<file path="src/rtl/uart_temp_pwm_capture.sv">
// uart_temp_pwm_capture
//   Measures the period and duty cycle of a PWM temperature-sensor output and
//   offers each result to a downstream UART formatter over a valid/ready
//   handshake.
//   The raw input is synchronised first. A counter measures one full period,
//   from one rising edge to the next. An 8-step restoring divider then turns
//   the high time into duty = floor(high*256/period). The result is held
//   until the formatter accepts it.
//   If no rising edge arrives before the period counter saturates, the block
//   reports a timeout instead of a measurement.
//
// Ports
//   clk            : single clock, all state on the rising edge
//   reset          : asynchronous, active-high; clears every flop
//   pwm_in_data_i  : raw PWM input, asynchronous to clk
//   sample_valid_o : result available (registered, independent of ready)
//   sample_ready_i : downstream accepts the result
//   duty_o         : floor(high*256/period), or 0x00/0xFF on timeout
//   period_o       : measured period in clk cycles (all ones on timeout)
//   err_o          : 1 when the result is a timeout
module uart_temp_pwm_capture #(
  parameter int CNT_W = 16
) (
  input  logic             clk,
  input  logic             reset,
  input  logic             pwm_in_data_i,
  output logic             sample_valid_o,
  input  logic             sample_ready_i,
  output logic [7:0]       duty_o,
  output logic [CNT_W-1:0] period_o,
  output logic             err_o
);

  typedef enum logic [1:0] {WAIT_EDGE, MEAS, DIV, OUT} state_t;

  localparam logic [CNT_W-1:0] CNT_MAX = '1;
  localparam logic [CNT_W-1:0] CNT_ONE = CNT_W'(1);

  state_t           r_state;
  state_t           w_state_nx;

  logic             r_sync_p0;
  logic             r_sync_p1;
  logic             r_sync_p2;
  logic             w_rise;
  logic             w_timeout;

  logic [CNT_W-1:0] r_period_cnt;
  logic [CNT_W-1:0] r_high_cnt;
  logic [CNT_W-1:0] r_divisor;
  logic [CNT_W-1:0] r_rem;
  logic [7:0]       r_quo;
  logic [2:0]       r_div_cnt;
  logic             r_ovf;

  logic [7:0]       r_duty;
  logic [CNT_W-1:0] r_period;
  logic             r_err;

  logic [CNT_W:0]   w_rem_sh;
  logic [CNT_W:0]   w_rem_sub;
  logic             w_ge;
  logic [CNT_W-1:0] w_rem_nx;
  logic [7:0]       w_quo_nx;

  // The quotient cannot exceed 8 bits while high < period. If the high count
  // ever reaches the period, the duty is forced to full scale instead of
  // wrapping.
  function automatic logic [7:0] sat_duty(input logic ovf, input logic [7:0] q);
    sat_duty = ovf ? 8'hFF : q;
  endfunction

  // Synchroniser: p0/p1 form the two-flop synchroniser (p1 is the clean
  // level), p2 is the one-cycle-delayed copy used for edge detection.
  assign w_rise    = r_sync_p1 & ~r_sync_p2;
  assign w_timeout = (r_period_cnt == CNT_MAX);

  // One restoring-division step. The remainder stays below the divisor, so
  // the shifted value fits in CNT_W+1 bits.
  always_comb begin
    w_rem_sh  = {r_rem, 1'b0};
    w_rem_sub = w_rem_sh - {1'b0, r_divisor};
    w_ge      = (w_rem_sh >= {1'b0, r_divisor});
    w_rem_nx  = w_ge ? w_rem_sub[CNT_W-1:0] : w_rem_sh[CNT_W-1:0];
    w_quo_nx  = {r_quo[6:0], w_ge};
  end

  always_ff @(posedge clk or posedge reset) begin
    if (reset) begin
      r_state <= WAIT_EDGE;
    end else begin
      r_state <= w_state_nx;
    end
  end

  // A rise that coincides with the timeout cycle ends the period normally.
  always_comb begin
    w_state_nx = r_state;
    case (r_state)
      WAIT_EDGE: if (w_rise) w_state_nx = MEAS;
      MEAS: begin
        if (w_rise)         w_state_nx = DIV;
        else if (w_timeout) w_state_nx = OUT;
      end
      DIV:       if (r_div_cnt == 3'd7) w_state_nx = OUT;
      OUT:       if (sample_ready_i) w_state_nx = WAIT_EDGE;
      default:   w_state_nx = WAIT_EDGE;
    endcase
  end

  always_ff @(posedge clk or posedge reset) begin
    if (reset) begin
      r_sync_p0    <= 1'b0;
      r_sync_p1    <= 1'b0;
      r_sync_p2    <= 1'b0;
      r_period_cnt <= '0;
      r_high_cnt   <= '0;
      r_divisor    <= '0;
      r_rem        <= '0;
      r_quo        <= '0;
      r_div_cnt    <= '0;
      r_ovf        <= 1'b0;
      r_duty       <= '0;
      r_period     <= '0;
      r_err        <= 1'b0;
    end else begin
      r_sync_p0 <= pwm_in_data_i;
      r_sync_p1 <= r_sync_p0;
      r_sync_p2 <= r_sync_p1;
      case (r_state)
        WAIT_EDGE: begin
          // The rise cycle itself is the first cycle of the period, and the
          // input is high in that cycle.
          r_period_cnt <= w_rise ? CNT_ONE : '0;
          r_high_cnt   <= w_rise ? CNT_ONE : '0;
        end
        MEAS: begin
          if (w_rise) begin
            // The current counts cover the cycles up to the one before this
            // rise, which is exactly one period.
            r_period  <= r_period_cnt;
            r_divisor <= r_period_cnt;
            r_rem     <= r_high_cnt;
            r_ovf     <= (r_high_cnt >= r_period_cnt);
            r_quo     <= '0;
            r_div_cnt <= '0;
          end else if (w_timeout) begin
            r_err    <= 1'b1;
            r_period <= CNT_MAX;
            r_duty   <= r_sync_p1 ? 8'hFF : 8'h00;
          end else begin
            r_period_cnt <= r_period_cnt + CNT_ONE;
            if (r_sync_p1) r_high_cnt <= r_high_cnt + CNT_ONE;
          end
        end
        DIV: begin
          r_rem     <= w_rem_nx;
          r_quo     <= w_quo_nx;
          r_div_cnt <= r_div_cnt + 3'd1;
          if (r_div_cnt == 3'd7) begin
            r_duty <= sat_duty(r_ovf, w_quo_nx);
            r_err  <= 1'b0;
          end
        end
        default: begin
          r_period_cnt <= '0;
          r_high_cnt   <= '0;
        end
      endcase
    end
  end

  assign sample_valid_o = (r_state == OUT);
  assign duty_o         = r_duty;
  assign period_o       = r_period;
  assign err_o          = r_err;

endmodule

</file>
<file path="config.mk">
export PLATFORM = sky130hd
export DESIGN_NAME = uart_temp_pwm_capture
export DESIGN_NICKNAME = d
export VERILOG_FILES = /design/src/rtl/uart_temp_pwm_capture.sv
export SDC_FILE = /design/constraint.sdc
export NUM_CORES = 1
export LEC_CHECK = 0
export CORE_UTILIZATION = 40
export CTS_CLUSTER_SIZE = 40
export DETAILED_ROUTE_END_ITERATION = 12
export GPL_TIMING_DRIVEN = 0
export HOLD_SLACK_MARGIN = 0.03
export PLACE_DENSITY_LB_ADDON = 0.08
export SYNTH_ARGS = -nofsm -noshare
export SYNTH_HDL_FRONTEND = slang
export SYNTH_SLANG_ARGS = --single-unit
</file>
<file path="constraint.sdc">
create_clock -name clk -period 7.5 [get_ports clk]
set_input_delay 1.125 -clock clk [delete_from_list [all_inputs] [get_ports clk]]
set_output_delay 1.125 -clock clk [all_outputs]
set_load 0.05 [all_outputs]
</file>
After elaboration in Yosys (flattened, before gate mapping)
Cells that the tools add are included.
{"block": "totals", "wordCells": 80, "output_inout_bits": 26, "ff_bits": 105, "input_bits": 4}
{"block": "op_classes", "n_eq_ne": 14, "add_sub_neg": 4, "n_mux": 33, "n_lt_le_gt_ge": 2, "n_reduce_logical": 10, "bitwise": 3}
{"cell": "16-bit 2-to-1 mux", "n": 9}
{"cell": "16-bit case mux with 3 select lines", "n": 2}
{"cell": "8-bit 2-to-1 mux", "n": 5}
{"cell": "16-bit by 1-bit adder with 16-bit output (second input constant)", "n": 2}
{"cell": "16-bit case mux with 2 select lines", "n": 1}
{"cell": "17-bit by 16-bit greater-or-equal comparator with 1-bit output", "n": 1}
{"cell": "16-bit == test (second input constant)", "n": 1}
{"cell": "16-bit greater-or-equal comparator", "n": 1}
{"cell": "8-bit case mux with 2 select lines", "n": 1}
{"cell": "16-bit subtractor", "n": 1}
{"cell": "2-bit != test (second input constant)", "n": 7}
{"cell": "7-bit case mux with 2 select lines", "n": 1}
{"cell": "4-bit AND reduction", "n": 3}
{"cell": "2-bit 2-to-1 mux", "n": 5}
{"cell": "2-bit case mux with 4 select lines", "n": 1}
{"cell": "7-bit 2-to-1 mux", "n": 1}
{"cell": "3-bit case mux with 2 select lines", "n": 1}
{"cell": "2-bit AND reduction", "n": 3}
{"cell": "2-bit == test (second input constant)", "n": 2}
{"cell": "1-bit 2-to-1 mux", "n": 4}
{"cell": "2-bit nonzero test", "n": 2}
{"cell": "3-bit by 1-bit adder with 3-bit output (second input constant)", "n": 1}
{"cell": "3-bit == test (second input constant)", "n": 1}
{"cell": "3-bit 2-to-1 mux", "n": 1}
{"cell": "other kinds (8)", "n": 9}

Longest topological paths before layout
{"block": "depth", "word_depth": 5, "mapped_depth": 12, "depth_no_buf": 9}

Worst setup path after synthesis
No wires, ideal clock.
{"block": "synth_path", "path_kind": "flip-flop to flip-flop", "from": "reg r_divisor[1]", "to": "reg r_rem[2]", "t_required_ns": 7.372, "n_path_buf": 2, "t_arrival_ns": 1.991, "stages_incl_launch_ff": 12, "path_slack_ns": 5.381, "path_cell_list": "dfrtp_1 inv_1 ha_1 nor2b_1 o21ai_0 nand3_1 o21ai_1 o21a_1 buf_6 buf_6 mux2i_1 o21ai_1"}
{"block": "synth_via", "elab_chain_cells": 3, "word_cells_on_any_way": 4, "classes_between": "add/sub (1); order compare (1); mux (2)"}
{"item": "from (decl)", "line": "50", "rtl": "logic [CNT_W-1:0] r_divisor;"}
{"item": "from (signal assigned)", "line": "142", "rtl": "r_divisor <= r_period_cnt;"}
{"item": "16-bit subtractor / 17-bit by 16-bit greater-or-equal comparator with 1-bit output (equally long branches)", "line": "82, 83"}
{"item": "16-bit 2-to-1 mux *", "line": "84", "rtl": "w_rem_nx = w_ge ? w_rem_sub[CNT_W-1:0] : w_rem_sh[CNT_W-1:0];"}
{"item": "16-bit case mux with 2 select lines *", "line": "130", "rtl": "case (r_state)"}
{"item": "to (signal assigned)", "line": "143", "rtl": "r_rem <= r_high_cnt;"}
{"item": "to (signal assigned)", "line": "157", "rtl": "r_rem <= w_rem_nx;"}
{"item": "to (decl)", "line": "51", "rtl": "logic [CNT_W-1:0] r_rem;"}
Mark *: on every way between the ends. The rest lies on a longest branch, timed or not.
A chain may end at the register's enable or synchronous reset.

Worst setup path after layout
{"block": "layout_path", "from": "reg r_state[1]", "to": "out sample_valid_o"}
{"block": "layout_via", "elab_chain_cells": 1}
{"item": "from (decl)", "line": "39", "rtl": "state_t r_state;"}
{"item": "from (signal assigned)", "line": "92", "rtl": "r_state <= w_state_nx;"}
{"item": "2-bit == test", "line": "173", "rtl": "assign sample_valid_o = (r_state == OUT);"}
{"item": "to (decl)", "line": "27", "rtl": "output logic sample_valid_o,"}
No other way between the ends.

==> results.toml <==
[detailed_routing]
vias_per_cell = 5.40
drc = 0
num_vias = 4692
dr.pass1.iters = 4
wl_per_cell_um = 16.9
postRouteAntennaNets = 0
initialDrtViolationCount = 285
totalWireLength_um = 14700

[clock_tree]
cts_setup_buffers = 0
numCtsBuffers = 9
clk_latency_ps = 350
clk_path_buf_depth = 2
cts_sinks = 105
cts-root-buf = "clkbuf_16"
cts_tree = "built"
cts.clk_slew.worst_paths_ps = 70
cts_resized = 0
htreeDepth = 3
ctsHoldBuffers = 0

[setup_path]
crit_path_cell_trace = "ha_1 -> clkdlybuf4s50_1"
cp_slowest_stage_delay_ps = 800
start_kind = "flip-flop"
cp.required_ps = 6380
cp_slowest_cell = "clkdlybuf4s50_1"
path_class = "flip-flop to output port"
crit_path_end_kind = "output port"
crit_path_max_fanout = 5
cp.arrival_ps = 1760

[synth]
synth_cell_type_count = 62
yosysTopAreaCellShare = 0.436
synth_edf_count = 0
synthTopCellsByArea = "dfrtp_1 (44%), ha_1 (8.3%), nand2_1 (3.7%), o21ai_0 (3.5%), nor2_1 (3.3%)"
synth_ff_type = "dfrtp_1"
async_flop_share = 1.00
synth.cell_area_um2 = 6030
synth_largest_area_cell = "dfrtp_1"
synth_nets = 684
ys_warn_count = 0
synth_cells = 639
synth_seq_area_share = 0.436
avgSynthCellArea_um2 = 9.43
ys_ff_latch = 105

[cells_and_area]
final_cell_mix = "dfrtp_1 (105), nand2_1 (60), nor2_1 (53)"
fillers = 1427
n_antenna_cell = 0
areaGrowthSynthToFinish_pct = 14.3
fin_nets = 725
final_common_cell = "dfrtp_1"
drive_above_1_share = 0.0745

[floorplanning]
dieArea_um2 = 15600
initial_core_util = 0.413
core-area_um2 = 14600
die_h_um = 125
pin_count = 30
die_w_um = 125
fp-row-count = 44

[global_routing]
grt_pass1_wl_um = 25300
grt_pass1_vias = 4846
grt_antenna_before_repair = 0
grt_max_degree = 63
grt_overflow = 0
gr-usage-all-layers = 0.205

[sta]
finalHoldViolCount = 0
fin_ws_ps = 4610
finalCritPeriodShare = 0.385
setup_tns_ps = 0
fmax_mhz = 346
setup_viol = 0
maxSlewViolCount = 0
rsz0062_at_grt = "false"
relSlewSlack = 0.453
min_period_ps = 2890
clock_skew_ps = 5.97
tightest_slew_ps = 820

[placement]
dp_slack_ps = 4800
place_congestion = 0.807
dp_hpwl_um = 11200
portBuffers = 29

[pwr]
vdd_drop_max_mv = 0.195
power_density_nw_per_um2 = 390
p_total_w = 0.00269
leakage_nw = 3.00

[flow_run]
max_cap_violations = 0

[run_status]
status = "complete, no violations"

[worst_hold_path]
hold_class = "flip-flop to flip-flop"
-- Yosys cell counts, drive strengths merged (11+ instances only) --
master  number
dfrtp      105
nand3       20
clkbuf      16
nor2        56
buf         13
inv         51
nand4       13
nor3        13
mux2i       11
a21oi       27
nand2b      11
o21ai       51
o22a        16
nand2       60
xnor2       21
xor2        13
ha          40
-- final timing paths --
kind / cells after the start / slack [ps] / end / from
min in group asynchronous: 2 / 1290 / period_o[3] / reset
setup reg to reg: 11 / 4820 / r_rem[5] / r_divisor[1]
hold / removal: 0 / 350 / r_sync_p1 / r_sync_p0
max in group asynchronous: 3 / 5510 / r_div_cnt[2] / reset
setup / recovery: 2 / 4610 / sample_valid_o / r_state[1]
hold reg to reg: 0 / 350 / r_sync_p1 / r_sync_p0
-- kinds of logic after synthesis --
kind of cell,share of synthesized area
flops,0.436
mux,0.0276
fa+ha+maj,0.0864
compound gates,0.172
buf+inv,0.0550
simple gates,0.174
xor+xnor,0.0494
-- per-stage QoR --
stage / instance area [um^2] / hold WS, ps / cells / utilization
finish: 6890 / 351 / 869 / 0.472
detailed placement: 6580 / 339 / 853 / 0.451
floorplan: 6030 / 331 / 639 / -
global placement: 6550 / 339 / 852 / 0.449
global route: 6890 / 359 / 869 / 0.472
CTS: 6890 / 356 / 869 / 0.472
-- flip-flops by register name, indices dropped and copies added (netlist names) --
register and count:
r_sync_p0 1, r_quo 7, r_divisor 16, r_rem 16, r_state 2, err_o 1, duty_o 8, r_sync_p2 1
r_period_cnt 16, r_ovf 1, r_sync_p1 1, r_div_cnt 3, period_o 16, r_high_cnt 16
-- worst max-delay path, delay by kind of cell (launching register included) --
| family | cells | cell delay, ps |
|---|---|---|
| DFF | 1 | 420 |
| adders and majority gates | 1 | 190 |
| buffers and inverters | 1 | 800 |
-- layer usage --
layer  vias to the layer above  wire (um)  GRT usage  share of wire
met2                        56       6710      0.331           0.46
li1                       2320          -          -              -
met4                         0        246     0.0532          0.017
met1                      2299       7390      0.282           0.50
met3                        17        347     0.0387          0.024
met5                         -          0          0              0
-- area by class of cell --
class / count / area (um^2) / share of cell area
clock buffers: 11 / 253 / 0.0367
clock inverters: 5 / 60.1 / 0.00872
inverters: 51 / 194 / 0.0282
flip-flops and latches: 105 / 2630 / 0.381
well taps: 184 / 230 / 0.0334
plain buffers: 29 / 140 / 0.0203
multi-input cells: 454 / 3070 / 0.445
repair buffers: 30 / 318 / 0.0461
-- report_power, final --
| part | switching [W] | leakage [nW] | internal, W |
|---|---|---|---|
| Clock | 0.000218 | 0.153 | 0.000279 |
| Combinational | 0.000862 | 1.45 | 0.000545 |
| Sequential | 0.0000935 | 1.39 | 0.000692 |
| Total | 0.00117 | 3.00 | 0.00152 |
No activity file was read; power rests on OpenSTA's default activity.
